--- config.mk ---
export PLATFORM = sky130hd
export DESIGN_NAME = mag_compar_2b
export DESIGN_NICKNAME = d
export VERILOG_FILES = /design/src/rtl/compar_pkg.sv /design/src/rtl/compar_cell.sv /design/src/rtl/mag_compar_2b.sv
export SDC_FILE = /design/constraint.sdc
export NUM_CORES = 1
export LEC_CHECK = 0
export CAP_MARGIN = 5
export CELL_PAD_IN_SITES_DETAIL_PLACEMENT = 0
export CELL_PAD_IN_SITES_GLOBAL_PLACEMENT = 1
export CORE_AREA = 4 4 41 43
export CTS_BUF_LIST = sky130_fd_sc_hd__clkbuf_4 sky130_fd_sc_hd__clkbuf_8
export DETAILED_ROUTE_END_ITERATION = 10
export DIE_AREA = 0 0 45 47
export PLACE_DENSITY = 0.5
export SLEW_MARGIN = 15
export SYNTH_ARGS = -nofsm -noshare
export SYNTH_HDL_FRONTEND = slang
export SYNTH_SLANG_ARGS = --single-unit
--- constraint.sdc ---
create_clock -name clk -period 0.8 [get_ports clk]
set_input_delay 0.16 -clock clk [delete_from_list [all_inputs] [get_ports clk]]
set_output_delay 0.16 -clock clk [all_outputs]
set_load 0.05 [all_outputs]
--- src/rtl/compar_pkg.sv ---
// -----------------------------------------------------------------------------
// compar_pkg
// Shared types and constants for the magnitude comparator.
//   cmp_res_t  : encoded relation of A to B (NONE only before the first capture)
//   CMP_W_MAX  : widest operand the comparator supports
// -----------------------------------------------------------------------------
package compar_pkg;

  localparam int CMP_W_MAX = 16;

  typedef enum logic [1:0] {
    CMP_NONE = 2'd0,
    CMP_LT   = 2'd1,
    CMP_EQ   = 2'd2,
    CMP_GT   = 2'd3
  } cmp_res_t;

endpackage : compar_pkg

--- src/rtl/compar_cell.sv ---
// -----------------------------------------------------------------------------
// compar_cell
// Purely combinational WIDTH-bit magnitude compare of A against B.
// Ports:
//   A, B : operands (unsigned, or two's complement when SIGNED_CMP=1)
//   res  : CMP_GT / CMP_EQ / CMP_LT (never CMP_NONE)
// -----------------------------------------------------------------------------
module compar_cell
  import compar_pkg::*;
#(
  parameter int WIDTH      = 2,
  parameter bit SIGNED_CMP = 1'b0
) (
  input  logic [WIDTH-1:0] A,
  input  logic [WIDTH-1:0] B,
  output cmp_res_t         res
);

  // Flipping the sign bit of both operands maps two's-complement order onto
  // unsigned order (most negative becomes 0), so one cascade serves both modes.
  localparam logic [WIDTH-1:0] SIGN_MASK =
    SIGNED_CMP ? (WIDTH'(1) << (WIDTH - 1)) : '0;

  logic [WIDTH-1:0] a_k;
  logic [WIDTH-1:0] b_k;
  logic             gt_acc;
  logic             eq_acc;

  assign a_k = A ^ SIGN_MASK;
  assign b_k = B ^ SIGN_MASK;

  // MSB-first cascade: a bit position decides "greater" only while every
  // more significant bit pair has been equal so far.
  always_comb begin
    gt_acc = 1'b0;
    eq_acc = 1'b1;
    for (int i = WIDTH - 1; i >= 0; i--) begin
      gt_acc = gt_acc | (eq_acc & a_k[i] & ~b_k[i]);
      eq_acc = eq_acc & ~(a_k[i] ^ b_k[i]);
    end
    if (gt_acc)      res = CMP_GT;
    else if (eq_acc) res = CMP_EQ;
    else             res = CMP_LT;
  end

endmodule : compar_cell

--- src/rtl/mag_compar_2b.sv ---
// -----------------------------------------------------------------------------
// mag_compar_2b
// Registered magnitude comparator with a valid qualifier, one-cycle latency.
// Ports:
//   clk        : rising-edge clock
//   rst        : asynchronous active-high reset, clears all outputs
//   in_valid   : A/B sampled on this rising edge
//   A, B       : WIDTH-bit operands
//   out_valid  : flags reflect the pair accepted on the previous edge
//   A_gt_B, A_eq_B, A_lt_B : one-hot relation flags (all 0 before first capture)
//
// Handshake: valid-only, no backpressure. Every edge with in_valid=1 accepts a
// pair, and out_valid is high for exactly the following cycle per pair. On an
// edge with in_valid=0 out_valid drops and the flags hold their last value.
// -----------------------------------------------------------------------------
module mag_compar_2b
  import compar_pkg::*;
#(
  parameter int WIDTH      = 2,
  parameter bit SIGNED_CMP = 1'b0
) (
  input  logic             clk,
  input  logic             rst,
  input  logic             in_valid,
  input  logic [WIDTH-1:0] A,
  input  logic [WIDTH-1:0] B,
  output logic             out_valid,
  output logic             A_gt_B,
  output logic             A_eq_B,
  output logic             A_lt_B
);

  if (WIDTH < 1 || WIDTH > CMP_W_MAX) begin : g_width_err
    $error("mag_compar_2b: WIDTH must be in 1..%0d", CMP_W_MAX);
  end

  cmp_res_t cell_res;
  cmp_res_t res_q;
  logic     valid_q;

  compar_cell #(
    .WIDTH      (WIDTH),
    .SIGNED_CMP (SIGNED_CMP)
  ) u_cell (
    .A   (A),
    .B   (B),
    .res (cell_res)
  );

  always_ff @(posedge clk or posedge rst) begin
    if (rst) begin
      res_q   <= CMP_NONE;
      valid_q <= 1'b0;
    end else begin
      valid_q <= in_valid;
      if (in_valid) res_q <= cell_res;
    end
  end

  // Decode of registered state only: no input-to-output combinational path.
  assign out_valid = valid_q;
  assign A_gt_B    = (res_q == CMP_GT);
  assign A_eq_B    = (res_q == CMP_EQ);
  assign A_lt_B    = (res_q == CMP_LT);

  a_onehot : assert property (@(posedge clk) disable iff (rst)
    out_valid |-> $onehot({A_gt_B, A_eq_B, A_lt_B}));

  a_known_in : assert property (@(posedge clk) disable iff (rst)
    in_valid |-> !$isunknown({A, B}));

endmodule : mag_compar_2b

---- After elaboration in Yosys (flattened, before gate mapping) ----
Cells that the tools add are included.
operators by class
  bitwise gates (word level) .............. 11
  equality and inequality tests ........... 3
  mux-type cells .......................... 2
operators with widths
  operator              count
  $and A1 B1 Y1         4
  $eq A2 B2 Y1 const B  2
  $mux W2               2
  $not A1 Y1            4
  $eq A2 B1 Y1 const B  1
  $xor A1 B1 Y1         2
  $or A1 B1 Y1          1
storage, ports and cells
  input port bits ......................... 7
  bits in registers ....................... 3
  output and inout port bits .............. 4

---- Logic depth before layout (Yosys ltp) ----
  depth after elaboration ................. 6
  mapped depth ............................ 4
  depth with buffers taken out ............ 4

---- By module ----
A second synthesis with hierarchy kept.
unflattened totals
  cell total of the unflattened synthesis .. 15
  area total of the unflattened synthesis .. 180.2 um2
modules (own cells, without submodules)
  module         cells an instance  instances  area each (um2)
  mag_compar_2b  9                  1          127.6
  compar_cell    6                  1          52.6

---- Worst setup path after synthesis ----
No wires, ideal clock.
  path kind ............................... reg2out
  start point ............................. register res_q[1]
  end point ............................... output port A_lt_B
  stages on the path, launching flop included .. 2
  data arrival time ....................... 1.077 ns
  slack ................................... -0.437 ns
  path buffers ............................ 0
  cells stage by stage .................... dfrtp_1 -> nor2b_1
between the ends
  longest elaborated chain between the ends .. 1
RTL lines
  what                    RTL line             source
  start, declared         mag_compar_2b.sv:38  cmp_res_t res_q;
  start signal, assigned  mag_compar_2b.sv:56  if (in_valid) res_q <= cell_res;
  $eq A2 B1 Y1            mag_compar_2b.sv:64  assign A_lt_B = (res_q == CMP_LT);
  end, declared           mag_compar_2b.sv:30  output logic A_lt_B
No other way between the ends.

---- Worst setup path in the final report ----
  start point ............................. register res_q[0]
  end point ............................... output port A_gt_B
between the ends
  longest elaborated chain between the ends .. 1
RTL lines
  what           RTL line             source
  $eq A2 B2 Y1   mag_compar_2b.sv:62  assign A_gt_B = (res_q == CMP_GT);
  end, declared  mag_compar_2b.sv:28  output logic A_gt_B,
No other way between the ends.

==> reports/qor.csv <==
stage;metric;value;unit
critical_path;worst-path cell chain;and2_4, buf_12;
logic_synthesis;Post-Syn Area;158;um2
logic_synthesis;Top FF cell, synth;dfrtp_1;
drt;post-route ant nets;0;
floorplanning;# rows;13;
clocking;later-pin clock latency in the skew report;230;ps
pwr;Tot Pwr;0.810;mW
logic_synthesis;post-synth cell types;10;
timing;Worst Tran Pin Value;154;ps
drt;vias per std cell;3.58;
cells_and_area;antenna cells;0;
placement;Post-DP Area;378;um2
clocking;cts bufs inserted;3;
logic_synthesis;Synth area leader;dfrtp_1;
critical_path;Worst Setup End Kind;output port;
logic_synthesis;Synth Net Count;24;
logic_synthesis;asr flop ratio synth;100;%
clocking;Max Buffers Root-to-Sink;2;
critical_path;worst stage delay on the critical path;430;ps
timing;Worst Clk Skew;0;ps
timing;worst rel slew slack;89.7;%
clocking;TritonCTS clock tree;yes;
floorplanning;Top-Level Pins;11;
global_route;pin count of the biggest net entering global routing;5;
placement;GPL Wtd Cong;0.601;
cells_and_area;Nets;42;
placement;number of port buffers;10;
floorplanning;Die Y;47;um
global_route;initial antenna violation count;0;
timing;Final TNS setup;-1240;ps
logic_synthesis;EDFF count, synth;0;
clocking;Sink Count;3;
global_route;GRT Resource Usage Total;5.30;%
floorplanning;DIE WIDTH;45;um
critical_path;Slowest cell on crit path;dfrtp_2;
global_route;first-pass GRT wire length;717;um
floorplanning;Die Area;0.00212;mm2
global_route;vias in the first global route;208;
critical_path;R2R setup slack;-180;ps
pwr;PwrDens;1890;mW/mm2
floorplanning;Core Region;0.00130;mm2
logic_synthesis;post-synthesis sequential area ratio;47.6;%
logic_synthesis;synth cell count leaders;3 x dfrtp_1, 3 x nor2b_1, 2 x a21oi_1, 2 x inv_1;
clocking;htree depth;1;
drt;Routed wire per std cell;8.85;um
drt;DR iter-0 viols;1;
drt;DRC violation count after routing;0;
critical_path;FF-to-FF path depth;3;
critical_path;Worst EP required;640;ps
drt;routed wire length;425;um
critical_path;WS Path Type;register to output port;
cells_and_area;Fillers;145;
run;max-cap viol count;0;
cells_and_area;share of post-route cells with drive strength above 1;66.7;%
logic_synthesis;#FFs+latches synth;3;
clocking;Root Buffer;clkbuf_4;
status;failing checks;setup timing;
critical_path;RR Startpoint;res_q[0];
global_route;grt ovf;0;
critical_path;critical path arrival;970;ps
clocking;CTS Hold Bufs;0;
status;status;finished, violations left;
cells_and_area;design area;428;um2
placement;DP HPWL;347;um
timing;setup violators final;5;
cells_and_area;Multi-input gate area;119;um2
clocking;Reg clk slew, reported paths;40;ps
logic_synthesis;syn avg cell area;9.85;um2
timing;final count of hold timing violations;0;
drt;vias;172;
timing;WHS;95.8;ps
floorplanning;Initial Utilization;12.1;%
hold_path;Min-Delay Path Class;input pin to async pin;
timing;Final Cycle Share;141;%
pwr;P_leak;0.200;nW
timing;final slew viol count;0;
pwr;IR Drop Worst-Case VDD;0.495;mV
logic_synthesis;Synth top area share;47.6;%
timing;setup ws final;-330;ps
drt;1st-pass router iterations;3;
timing;post-route minimum period;1130;ps
critical_path;crit path max fanout;4;
timing;Peak Freq;885;MHz
logic_synthesis;synth warn;0;
cells_and_area;Final Util;32.9;%
critical_path;critical path startpoint category;register;
timing;unrepaired setup endpoints after global routing;yes;
logic_synthesis;synth top area cells;dfrtp_1 48%, nor2b_1 12%, ha_1 7.9%;
cells_and_area;Synth-to-Final Area Change;171;%
cells_and_area;sequential cell area;77.6;um2
critical_path;CP startpoint;res_q[0];
logic_synthesis;post-synthesis cell count;16;
[placed cells by master (no fill, tap or decap), types with 2 or more instances in the layout]
cell           count
clkbuf_4           4
dfrtp_2            2
buf_4              3
dlygate4sd2_1      3
nor2b_4            2
buf_12             4
[metal layers]
metal  vias to the layer above  GRT usage [%]  share of wire [%]
li1                         86              -                  -
met3                         0          0.383                 13
met2                        10           7.91                 52
met5                         -              0                  0
met4                         0           10.5                  0
met1                        76           4.56                 35
[critical path, delay by kind of cell (launching register included)]
kind          cells  cell delay [ps]
flops             1              430
simple gates      1              170
buf+inv           1              140
[state kept, by name, indices dropped and copies added, names as in the netlist]
signal and cells:
res_q 2, out_valid 1
[logic make-up after synthesis]
group | count (synthesis) | share of synthesized area, %
simple gates | 7 | 27.0
buf+inv | 2 | 4.76
compound gates | 3 | 12.7
flops | 3 | 47.6
fa+ha+maj | 1 | 7.94
[repair_timing]
| item | CTS | global route |
|---|---|---|
| hold endpoints to repair | 0 | 0 |
| pin swaps | 3 | 1 |
| setup buffers | 1 | 0 |
| endpoints found under the setup margin | 6 | 6 |
| gates resized for setup | 10 | 2 |
[worst paths after layout]
path | end
worst min-delay path | res_q[0]
worst max-delay path | A_gt_B
min in group clk | out_valid
worst min register to register | res_q[1]
worst max register to register | res_q[0]
max in group asynchronous | res_q[1]
[where the power goes]
group	total (mW)	internal [mW]	switching, mW	leakage, nW
clock	0.293	0.220	0.0730	0.0184
sequential	0.190	0.169	0.0203	0.0312
combinational	0.327	0.179	0.147	0.150
total	0.810	0.569	0.241	0.200
[metrics by stage]
step                setup slack [ps]  cells
floorplan                      -96.0     16
global placement                -780     43
detailed placement              -792     43
CTS                             -366     48
global route                    -363     48
finish                          -330     48
[cell type report]
type | instances | area share (%)
multi-input cells | 11 | 27.8
inverters | 2 | 4.68
well taps | 15 | 4.39
clock buffers | 4 | 7.02
repair buffers | 13 | 38.0
flip-flops and latches | 3 | 18.1
(Power assumes the default switching activity.)
